$ cat config.mk
export PLATFORM = sky130hd
export DESIGN_NAME = counter_ctrl
export DESIGN_NICKNAME = d
export VERILOG_FILES = /design/src/rtl/counter_ctrl.sv
export SDC_FILE = /design/constraint.sdc
export NUM_CORES = 1
export LEC_CHECK = 0
export BUFFER_PORTS_ARGS = -buffer_cell sky130_fd_sc_hd__buf_2
export CORE_UTILIZATION = 42
export DETAILED_ROUTE_END_ITERATION = 10
export PLACE_DENSITY = 0.72
export REMOVE_ABC_BUFFERS = 1
export SYNTH_ARGS = -nofsm -noshare
export SYNTH_HDL_FRONTEND = slang
export SYNTH_SLANG_ARGS = --single-unit
export TNS_END_PERCENT = 5
$ cat constraint.sdc
create_clock -name clk -period 1.4 [get_ports clk]
set_input_delay 0.14 -clock clk [delete_from_list [all_inputs] [get_ports clk]]
set_output_delay 0.14 -clock clk [all_outputs]
set_load 0.01 [all_outputs]
$ cat src/rtl/counter_ctrl.sv
// counter_ctrl: round-robin granted event counter with optional COUNT-state timeout.
// Define COUNTER_CTRL_TIMEOUT_EN to build the 8-bit TO_CYCLES timer and err pulses.
module counter_ctrl #(
  parameter int TO_CYCLES = 255
) (
  input  logic       clk,
  input  logic       rst,
  input  logic [1:0] req,
  input  logic [1:0] tgt0,
  input  logic [1:0] tgt1,
  input  logic       c,
  output logic [1:0] gnt,
  output logic       busy,
  output logic [1:0] done,
  output logic [1:0] err,
  output logic [1:0] count,
  output logic       out
);
  typedef enum logic [1:0] {IDLE, CLEAR, COUNT, FIN} state_t;
  state_t     r_state, w_next;
  logic [1:0] r_gnt, r_tl, r_count, w_inc;
  logic       r_lp, w_g, w_win, w_abort, w_met, w_to, w_fin_err;
  if (TO_CYCLES < 1 || TO_CYCLES > 256) begin : g_bad_to
    $error("TO_CYCLES must fit the 8-bit timer");
  end
  assign w_g     = r_gnt[1];
  assign w_win   = req[~r_lp] ? ~r_lp : r_lp;
  assign w_abort = (r_state == CLEAR || r_state == COUNT) && !(|(req & r_gnt));
  assign w_inc   = (r_count == 2'd3) ? 2'd3 : r_count + 2'd1;
  assign w_met   = c && (w_inc == r_tl);
`ifdef COUNTER_CTRL_TIMEOUT_EN
  logic [7:0] r_timer;
  logic       r_to;
  // a target met on the timeout edge still reports done
  assign w_to      = (r_timer == 8'(TO_CYCLES - 1)) && !w_met;
  assign w_fin_err = r_to;
  always_ff @(posedge clk) begin
    if (rst) begin
      r_timer <= 8'd0;
      r_to    <= 1'b0;
    end else begin
      r_timer <= (r_state == CLEAR) ? 8'd0 : (r_state == COUNT) ? r_timer + 8'd1 : r_timer;
      r_to    <= (r_state == COUNT) && !w_abort && w_to;
    end
  end
`else
  assign w_to      = 1'b0;
  assign w_fin_err = 1'b0;
`endif
  always_ff @(posedge clk) begin
    if (rst) r_state <= IDLE;
    else     r_state <= w_next;
  end
  always_comb begin
    w_next = r_state;
    case (r_state)
      IDLE:    w_next = |req ? CLEAR : IDLE;
      CLEAR:   w_next = w_abort ? IDLE : (r_tl == 2'd0) ? FIN : COUNT;
      COUNT:   w_next = w_abort ? IDLE : (w_met || w_to) ? FIN : COUNT;
      default: w_next = IDLE;
    endcase
  end
  always_comb begin
    gnt   = r_gnt;
    busy  = r_state != IDLE;
    done  = (r_state == FIN && !w_fin_err) ? r_gnt : 2'b00;
    err   = (r_state == FIN && w_fin_err) ? r_gnt : 2'b00;
    count = r_count;
    out   = r_count == 2'd3;
  end
  always_ff @(posedge clk) begin
    if (rst) begin
      r_gnt   <= 2'b00;
      r_tl    <= 2'd0;
      r_count <= 2'd0;
      r_lp    <= 1'b1;
    end else begin
      if (r_state == IDLE && |req) begin
        r_gnt <= w_win ? 2'b10 : 2'b01;
        r_tl  <= w_win ? tgt1 : tgt0;
      end
      if (r_state != IDLE && w_next == IDLE) begin
        r_gnt <= 2'b00;
        r_lp  <= w_g;
      end
      if (r_state == CLEAR) r_count <= 2'd0;
      else if (r_state == COUNT && c) r_count <= w_inc;
    end
  end
endmodule

After elaboration in Yosys (flattened, before gate mapping)
Index checks and enable logic that the tools add are counted.
{"block": "totals", "wordCells": 42, "output_inout_bits": 10, "input_bits": 9, "ff_bits": 9}
{"block": "classes", "eq_ne": 5, "addsub": 1, "muxes": 13, "n_bitwise": 2, "magnitude_cmp": 1, "reduce_logical": 15}
{"operator": "$mux 2", "n": 6}
{"operator": "$reduce_or 2->1", "n": 4}
{"operator": "$eq 2x2->1 const B", "n": 3}
{"operator": "$logic_not 2->1", "n": 3}
{"operator": "$mux 1", "n": 6}
{"operator": "$pmux 2 s3", "n": 1}
{"operator": "$logic_and 1x1->1", "n": 5}
{"operator": "$add 2x1->2 const B", "n": 1}
{"operator": "$and 2x2->2", "n": 1}
{"operator": "$eq 2x1->1 const B", "n": 1}
{"operator": "$eq 2x2->1", "n": 1}
{"operator": "$lt 1x2->1 const B", "n": 1}
{"operator": "$reduce_bool 2->1", "n": 1}
{"operator": "$logic_not 1->1", "n": 1}
{"operator": "$logic_or 1x1->1", "n": 1}
{"operator": "$not 1->1", "n": 1}

Depth between registers and ports, before layout
Gate-level depths: netlist of the first run.
{"block": "depth", "ltp_word": 10, "mapped_depth": 6, "mapped_depth_nobuf": 6}

Worst setup path after synthesis of the first run
Ideal clock, no wire load.
{"block": "synth_path", "path_kind": "reg2reg", "start": "register r_state[0]", "end": "register r_lp", "t_arrival_ns": 1.352, "n_path_buf": 0, "setup_slack_ns": -0.071, "period_less_slack_ns": 1.471, "required_time_ns": 1.280, "path_stages_with_launch": 6, "setup_ns": 0.120, "path_cell_list": "dfxtp_1 > inv_1 > ha_1 > a311oi_2 > nor2_2 > a211o_1"}
{"block": "synth_between", "elab_chain_cells": 7, "elab_cells_between_ends": 11, "classes_between": "eq/ne: 2; mux: 3; reduce/logical: 6"}
{"item": "from (decl)", "line_no": "20", "rtl": "state_t r_state, w_next;"}
{"item": "from (signal assigned)", "line_no": "52", "rtl": "else r_state <= w_next;"}
{"item": "$eq 2x1->1 or $eq 2x2->1 (tied branches)", "line_no": "28, 56"}
{"item": "$logic_or 1x1->1", "line_no": "28", "rtl": "assign w_abort = (r_state == CLEAR || r_state == COUNT) && !(|(req & r_gnt));"}
{"item": "$logic_and 1x1->1", "line_no": "28"}
{"item": "$mux 2, on equally long branches", "line_no": "59, 58"}
{"item": "$pmux 2 s3", "line_no": "56", "rtl": "case (r_state)"}
{"item": "$logic_not 2->1", "line_no": "82", "rtl": "if (r_state != IDLE && w_next == IDLE) begin"}
{"item": "$logic_and 1x1->1 (*)", "line_no": "82"}
{"item": "to (signal assigned)", "line_no": "84", "rtl": "r_lp <= w_g;"}
{"item": "to (decl)", "line_no": "22", "rtl": "logic r_lp, w_g, w_win, w_abort, w_met, w_to, w_fin_err;"}
Mark *: on every way between the ends. The rest lies on a longest branch, timed or not.
A chain may end at the register's enable or synchronous reset.

Worst setup path after layout of the first run
{"block": "layout_path", "start": "register r_state[1]", "end": "register r_lp"}
The elaborated chain is that of the path after synthesis.

==> flow_summary.json, run 1 <==
{
  "route.vias.total": 506,
  "dp_cells": 100,
  "dr.pass1.iters": 4,
  "stdcell_area_sq_um": 785,
  "die_area_sq_um": 1460,
  "async_reset_ff_share_pct": 0,
  "synth_fa_ha_area_share_pct": 11.4,
  "wl_mm": 1.08,
  "met1_length_um": 537,
  "dr_wl_met2_um": 494,
  "synth-edff-count": 0,
  "swShare_pct": 34.7,
  "cts_max_level": 1,
  "antenna_found_initial": 0,
  "highest_layer": "met4",
  "path_clk_slew_ns": 0.06,
  "slew_violations": 0,
  "track_usage_pct": 16.9,
  "switchingPower_mw": 0.355,
  "cts_sinks": 9,
  "path_max_fanout": 3,
  "port_buffers": 16,
  "status": "finished, violations left",
  "p_leak_nw": 0.368,
  "antenna_left": 0,
  "synth_top_area_cell": "dfxtp_1",
  "yosysUniqueCellTypes": 26,
  "viasPerCell": 4.87,
  "synthFlopType": "dfxtp_1",
  "grt_pass1_vias": 433,
  "cp_data_arrival_time_ns": 1.60,
  "nets": 105,
  "netlist_area_sq_um": 549,
  "cts_buffers": 3,
  "end_kind": "register",
  "powerDensity_nw_per_um2": 1310,
  "place_area_sq_um": 699,
  "grt_max_degree": 10,
  "ir_drop_uv": 862,
  "layout_setup_ws_ns": -0.0551,
  "cts.root.buffer_cell": "clkbuf_4",
  "multiInputGateArea_sq_um": 390,
  "core_sq_um": 1160,
  "pre_cts_slack_ns": -0.128,
  "p_seq_share_pct": 34.6,
  "synth-xor-area-share_pct": 0,
  "fmax_mhz": 687,
  "num-fill-cells": 96,
  "grt_pass1_wl_mm": 1.67,
  "fin_util_pct": 67.9,
  "required_ns": 1.54,
  "clock_path_buffers": 2,
  "ios": 19,
  "start_kind": "register",
  "n_antenna_cell": 0,
  "skew_ns": 0.00181,
  "stdcell_count": 104,
  "pwr-share-comb_pct": 46.6,
  "synth-compound-area-share_pct": 16.9,
  "syn_to_final_growth_pct": 42.8,
  "dr.first_iter.drc_count": 11,
  "seq_area_frac_synth_pct": 32.8,
  "synth_cells": 63,
  "yosys_warnings": 0,
  "tritoncts": "done",
  "rsz0062_at_grt": "true",
  "hold_violations": 0,
  "p_int_mw": 0.670,
  "hold_class": "in2reg",
  "register_area_sq_um": 185,
  "syn_avg_cell_area_sq_um": 8.72,
  "layout-drive-gt1-share_pct": 45.6,
  "synth_seq_cells": 9,
  "wl_per_cell_um": 10.3,
  "hpwl_um": 825,
  "synth.area.mux_share_pct": 9.57,
  "setup_viol": 2,
  "worst-setup-path-type": "reg2reg",
  "violations": "setup timing",
  "fin_crit_ns": 1.46,
  "die_width_um": 38.2,
  "routed-wl-met3_um": 33,
  "synth-simple-area-share_pct": 22.6,
  "start_util_pct": 47.5,
  "finalCritPeriodShare_pct": 104,
  "synth_top_area_share_pct": 32.8,
  "grt-ovfl-total": 0,
  "synth.area.top_cells": "dfxtp_1 33%, ha_1 11%, mux2i_1 5.5%, nor2_1 4.8%, mux4_2 4.1%",
  "insertion_delay_ns": 0.25,
  "synth_top_family_by_area": "simple AND/OR/NAND/NOR gates",
  "die_h_um": 38.2,
  "gp_congestion": 0.722,
  "maxCapViolations": 0,
  "clkPwrFrac_pct": 18.8,
  "drc_errors": 0,
  "num_rows": 12
}
kinds of logic after synthesis:
logic type,Yosys count
multiplexers,4
other,1
AO/OA/AOI/OAI,13
buffers and inverters,7
AND/OR/NAND/NOR,24
adder cells (fa/ha/maj),5
flip-flops,9
worst max-delay path: stages, from the launching register on:
cell and delay, ns:
dfxtp_2 0.36, inv_4 0.05, ha_4 0.24, a311oi_4 0.34, nor2_2 0.09, a211o_1 0.25
cell usage in the layout (no fill, tap or decap), drive strengths merged, types with 3 or more instances in the layout:
cell / netlist / layout
mux2i: 3 / 3
nor2: 8 / 8
dfxtp: 9 / 9
buf: 2 / 25
a21oi: 4 / 4
and2: 3 / 3
ha: 5 / 5
inv: 4 / 4
nand2: 5 / 5
nor3: 3 / 3
clkbuf: 1 / 4
timing repair:
action | CTS | global route
buffers inserted | 0 | 0
hold buffers | 0 | 0
setup endpoints to repair | 3 | 7
gates resized for setup | 10 | 3
pin swaps | 4 | 3
synth_stat cells, drive strengths merged (3+ instances only):
cell	count
nor3	3
nor2	8
nand2	5
ha	5
a21oi	4
inv	4
and2	3
dfxtp	9
mux2i	3
registers in the layout, summed over array words and instances, names as in the netlist:
signal	flops
count	2
gnt	2
r_lp	1
r_state	2
r_tl	2
through the flow:
stage | total power [mW] | hold WS (ns) | setup TNS (ns)
floorplan | 0.603 | 0.211 | -0.0713
global placement | 0.751 | 0.441 | -0.0831
CTS | 1.02 | 0.165 | -0.0878
finish | 1.02 | 0.175 | -0.0638
detailed placement | 0.760 | 0.444 | -0.182
global route | 1.10 | 0.184 | -0.297
power groups by stage:
stage,Sequential (mW),Clock (mW),Combinational [mW]
6_report,0.355,0.193,0.477
5_1_grt,0.361,0.211,0.532
4_1_cts,0.350,0.199,0.472
3_5_place_dp,0.346,0,0.413
3_3_place_gp,0.344,0,0.407
2_1_floorplan,0.353,0,0.250
worst paths after layout:
path                                             from                    end  slack (ns)  depth (start not counted)
worst min register to register   r_tl[0]$_SDFFE_PP0P_   r_tl[0]$_SDFFE_PP0P_        0.51                          2
worst max-delay path            r_state[1]$_SDFF_PP0_      r_lp$_SDFFE_PP1P_       -0.06                          5
worst min-delay path                              rst  r_state[1]$_SDFF_PP0_        0.18                          2
worst max register to register  r_state[1]$_SDFF_PP0_      r_lp$_SDFFE_PP1P_       -0.06                          5
metal layers:
layer  global-route usage [%]  vias up
li1                         -      272
met2                     25.4       12
met1                     21.7      220
met3                     3.49        2
met4                     10.7        0
met5                        0        -
area by class of cell:
cell class                      count  area share [%]
Tap cell                           14            2.23
Multi-Input combinational cell     48            49.8
Sequential cell                     9            23.6
Timing Repair Buffer               25            18.8
Clock buffer                        4            3.35
Inverter                            4            2.23
No activity file was read; power rests on OpenSTA's default activity.
==> run 2, diff against run 1 <==
==> constraint.sdc (replaced) <==
create_clock -name clk -period 1.4 [get_ports clk]
set_input_delay 0.35 -clock clk [delete_from_list [all_inputs] [get_ports clk]]
set_output_delay 0.35 -clock clk [all_outputs]
set_load 0.01 [all_outputs]
==> run 2 against run 1 <==
The flow still finishes with violations (setup timing). First-iteration DRC count down 55%. Sequential share of layout area down 2.1 points. Via count up 11%. Power up 13%. Hold slack better by 0.22 ns. Combinational power up 25%. Critical path depth down 1. Critical endpoint is now done[0]. Largest cell class unchanged.
==> flow_summary.json, run 2 (synthesis results as in run 1) <==
{
  "die_area_sq_um": 1460,
  "cp_common_cell": "buf_6",
  "route.vias.total": 560,
  "switchingPower_mw": 0.418,
  "wl_per_cell_um": 12.2,
  "core_sq_um": 1160,
  "min_path_cells": 2,
  "worst-setup-path-type": "reg2out",
  "cpPeakStageDelay_ns": 0.37,
  "required_ns": 1.05,
  "p_int_mw": 0.736,
  "wl_mm": 1.29,
  "track_usage_pct": 18.9,
  "crit_chain": "buf_6 -> ha_4 -> and2_4 -> buf_6",
  "num_rows": 12,
  "die_width_um": 38.2,
  "cts_sinks": 9,
  "n_antenna_cell": 0,
  "maxCapViolations": 0,
  "finalCritPeriodShare_pct": 106,
  "dr.pass1.iters": 2,
  "p_leak_nw": 0.390,
  "layout_setup_ws_ns": -0.0850,
  "grt_max_degree": 10,
  "tritoncts": "done",
  "start_kind": "register",
  "clock_path_buffers": 2,
  "antenna_left": 0,
  "grt_pass1_vias": 456,
  "ios": 19,
  "hold_class": "in2reg",
  "rsz0062_at_grt": "true",
  "slew_violations": 0,
  "stdcell_area_sq_um": 875,
  "cts_hold_buffers": 0,
  "cts_max_level": 1,
  "cp_slowest_cell": "dfxtp_4",
  "antenna_found_initial": 0,
  "cp_data_arrival_time_ns": 1.13,
  "viasPerCell": 5.28,
  "path_depth": 4,
  "pwr-share-comb_pct": 51.5,
  "layout-drive-gt1-share_pct": 53.3,
  "p_seq_share_pct": 31.6,
  "fmax_mhz": 673,
  "place_area_sq_um": 707,
  "clkPwrFrac_pct": 16.8,
  "grt_pass1_wl_mm": 1.88,
  "dr.first_iter.drc_count": 5,
  "path_clk_slew_ns": 0.06,
  "fin_crit_ns": 1.48,
  "violations": "setup timing",
  "hold_slack_ns": 0.395,
  "reg2reg_depth": 5,
  "swShare_pct": 36.2,
  "grt-ovfl-total": 0,
  "die_h_um": 38.2,
  "cts_buffers": 3,
  "cp_top_family": "flip-flops",
  "setup_viol": 3,
  "insertion_delay_ns": 0.26,
  "start_util_pct": 47.5,
  "gp_congestion": 0.722,
  "syn_to_final_growth_pct": 59.2,
  "cts.root.buffer_cell": "clkbuf_4",
  "powerDensity_nw_per_um2": 1320,
  "pre_cts_slack_ns": -0.130,
  "end_kind": "output port",
  "ir_drop_uv": 837,
  "layout_commonest_cell": "buf_2",
  "status": "finished, violations left",
  "drc_errors": 0,
  "path_max_fanout": 3,
  "hpwl_um": 866,
  "cp.buffers_inverters": 2,
  "mostFrequentLayoutCells": "13 x buf_2, 9 x buf_4, 7 x dfxtp_1",
  "skew_ns": 0.00540,
  "hold_violations": 0,
  "port_buffers": 16,
  "nets": 107
}
## run 2: changes by cell type in the layout (fill, tap and decap cells not counted), moves of 2 or more
cell / previous run / this run
and2_4: 0 / 2
and2_1: 3 / 1
buf_6: 0 / 5
buf_2: 16 / 13
## run 2: power groups by stage
stage	clock network [mW]	registers (mW)	logic, mW
global route	0.210	0.373	0.642
floorplan	0	0.353	0.250
finish	0.194	0.365	0.595
CTS	0.197	0.350	0.479
detailed placement	0	0.348	0.416
global placement	0	0.346	0.407
## run 2: layout make-up
cell class,count,area [sq um]
fill,78,282
tap,14,17.5
timing repair buffer,27,189
clock buffer,4,26.3
inverter,4,20.0
multi-input combinational,48,434
sequential,9,188
## run 2: per-stage QoR
stage	TNS, ns	std cells	util, %	power [mW]
after floorplan	-0.0713	61	-	0.603
after global placement	-0.0950	101	61.1	0.753
after detailed placement	-0.252	101	61.1	0.764
after CTS	-0.184	106	67.7	1.03
after global routing	-0.392	106	75.6	1.22
final	-0.206	106	75.6	1.15
## run 2: final timing paths
path | slack, ns | endpoint | start
worst max-delay path | -0.08 | done[0] | r_state[0]$_SDFF_PP0_
worst min-delay path | 0.40 | count[0]$_SDFFE_PP0P_ | rst
worst max register to register | -0.04 | r_lp$_SDFFE_PP1P_ | r_state[0]$_SDFF_PP0_
worst min register to register | 0.53 | r_tl[0]$_SDFFE_PP0P_ | r_tl[0]$_SDFFE_PP0P_
## run 2: per-layer routing
layer / track usage (%) / wire [um] / up-vias / share of wire [%]
li1: - / - / 276 / -
met1: 22.7 / 587 / 267 / 45
met2: 31.4 / 641 / 13 / 50
met3: 5.23 / 50 / 4 / 3.9
met4: 8.04 / 12 / 0 / 0.93
met5: 0 / 0 / - / 0
## run 2: repair_timing
item	4_1_cts	5_1_grt
setup endpoints to repair	8	8
setup buffers	1	0
resized for setup	12	18
pin swaps	10	5
gates cloned	0	0
==> run 3, diff against run 2 <==
--- a/config.mk
+++ b/config.mk
@@ -5,7 +5,7 @@
 export SDC_FILE = /design/constraint.sdc
 export NUM_CORES = 1
 export LEC_CHECK = 0
-export BUFFER_PORTS_ARGS = -buffer_cell sky130_fd_sc_hd__buf_2
+export BUFFER_PORTS_ARGS = -buffer_cell sky130_fd_sc_hd__buf_4
 export CORE_UTILIZATION = 42
 export DETAILED_ROUTE_END_ITERATION = 10
 export PLACE_DENSITY = 0.72
==> run 3 against run 2 <==
The run still ends with setup timing left. Combinational power decreased by 12%. Routed wire length down 8.3%. Critical endpoint unchanged. Highest routed layer unchanged. First-iteration DRC count is 80% higher. Register-to-register slack lost 0.03 ns. Power fell by 6.9%.
==> flow_summary.json, run 3 (synthesis results as in run 1) <==
{
  "status": "finished, violations left",
  "violations": "setup timing",
  "antenna_left": 0,
  "worst-setup-path-type": "reg2out",
  "dp_cells": 101,
  "cts_sinks": 9,
  "powerDensity_nw_per_um2": 1260,
  "path_clk_slew_ns": 0.07,
  "wl_mm": 1.18,
  "hold_class": "in2reg",
  "antenna_found_initial": 0,
  "hold_violations": 0,
  "tritoncts": "done",
  "grt_max_degree": 10,
  "stdcell_count": 106,
  "cts_hold_buffers": 0,
  "cp_slowest_cell": "dfxtp_2",
  "multiInputGateArea_sq_um": 388,
  "finalCritPeriodShare_pct": 107,
  "fin_crit_ns": 1.49,
  "ir_drop_uv": 1020,
  "gp_congestion": 0.731,
  "cts_buffers": 3,
  "wl_per_cell_um": 11.2,
  "syn_to_final_growth_pct": 55.4,
  "layout_setup_ws_ns": -0.0923,
  "grt-ovfl-total": 0,
  "cp_top_family": "flip-flops",
  "rsz0062_at_grt": "true",
  "slew_violations": 0,
  "viasPerCell": 5.21,
  "track_usage_pct": 18.1,
  "end_kind": "output port",
  "cpPeakStageDelay_ns": 0.34,
  "start_kind": "register",
  "core_sq_um": 1160,
  "clock_path_buffers": 2,
  "cp_common_cell": "buf_6",
  "register_area_sq_um": 184,
  "fmax_mhz": 670,
  "total_power_mw": 1.07,
  "num-fill-cells": 86,
  "cts.root.buffer_cell": "clkbuf_4",
  "pre_cts_slack_ns": -0.137,
  "path_depth": 4,
  "nets": 107,
  "die_area_sq_um": 1460,
  "die_width_um": 38.2,
  "path_max_fanout": 3,
  "required_ns": 1.05,
  "route.vias.total": 552,
  "grt_pass1_vias": 462,
  "dr.first_iter.drc_count": 9,
  "cp_data_arrival_time_ns": 1.14,
  "port_buffers": 16,
  "fin_util_pct": 73.8,
  "skew_ns": 0.00667,
  "p_leak_nw": 0.392,
  "mostFrequentLayoutCells": "22 x buf_4, 6 x nor2_1, 6 x dfxtp_1",
  "n_antenna_cell": 0,
  "maxCapViolations": 0,
  "setup_viol": 3,
  "layout-drive-gt1-share_pct": 54.3,
  "min_path_cells": 2,
  "grt_pass1_wl_mm": 1.83,
  "start_util_pct": 47.5,
  "num_rows": 12,
  "cts_max_level": 1,
  "cp.buffers_inverters": 2,
  "crit_chain": "buf_6 -> ha_4 -> and2_4 -> buf_6",
  "dr.pass1.iters": 4,
  "drc_errors": 0,
  "layout_commonest_cell": "buf_4",
  "hpwl_um": 885,
  "insertion_delay_ns": 0.26,
  "ios": 19,
  "die_h_um": 38.2,
  "reg2reg_depth": 5
}
run 3: cell types whose count changed in the layout (fill, tap and decap cells not counted), moves of 2 or more:
cell	delta
dfxtp_4	-2
buf_2	-13
buf_4	+13
ha_2	+2
dfxtp_2	+3
ha_4	-2
inv_2	+2
inv_4	-2
run 3: stage by stage:
stage                     area (sq um)  setup TNS (ns)  hold WS [ns]
after global placement             747         -0.0908         0.510
after global routing               853          -0.406         0.330
final                              853          -0.251         0.327
after floorplan                    534         -0.0713         0.421
after CTS                          837          -0.252         0.319
after detailed placement           747          -0.250         0.524
run 3: worst paths after layout:
| path | slack (ns) | to | from |
|---|---|---|---|
| worst max-delay path | -0.09 | done[0] | r_state[0]$_SDFF_PP0_ |
| worst min-delay path | 0.33 | count[1]$_SDFFE_PP0P_ | rst |
| worst max register to register | -0.07 | r_lp$_SDFFE_PP1P_ | r_state[0]$_SDFF_PP0_ |
| worst min register to register | 0.53 | r_tl[0]$_SDFFE_PP0P_ | r_tl[0]$_SDFFE_PP0P_ |
run 3: layout make-up:
class                           instances  share of cell area, %
Inverter                                4                   1.76
Clock buffer                            3                   2.64
Multi-Input combinational cell         48                   45.5
Clock inverter                          1                  0.587
Timing Repair Buffer                   27                   26.0
Tap cell                               14                   2.05
Sequential cell                         9                   21.6
run 3: power by group:
group / leakage, nW / total [mW] / switching (mW) / internal, mW
Sequential: 0.0752 / 0.353 / 0.0464 / 0.306
Clock: 0.0177 / 0.201 / 0.0954 / 0.105
Combinational: 0.299 / 0.521 / 0.236 / 0.286
run 3: repair_timing:
action | in CTS | in global routing
gates resized for setup | 16 | 6
buffers inserted | 1 | 0
hold endpoints to repair | 0 | 0
setup endpoints to repair | 8 | 9
pin swaps | 6 | 5
run 3: routing by layer:
layer	up-vias	routed length, um	GRT usage (%)
li1	276	-	-
met1	253	556	23.6
met2	21	559	28.8
met3	2	53	3.49
met4	0	14	8.04
met5	-	0	0
run 3: worst register-to-register path: stages (launching register included):
cell      delay [ns]
dfxtp_2         0.34
buf_6           0.12
ha_1            0.22
a311oi_2        0.30
nor2_2          0.09
a211o_1         0.29
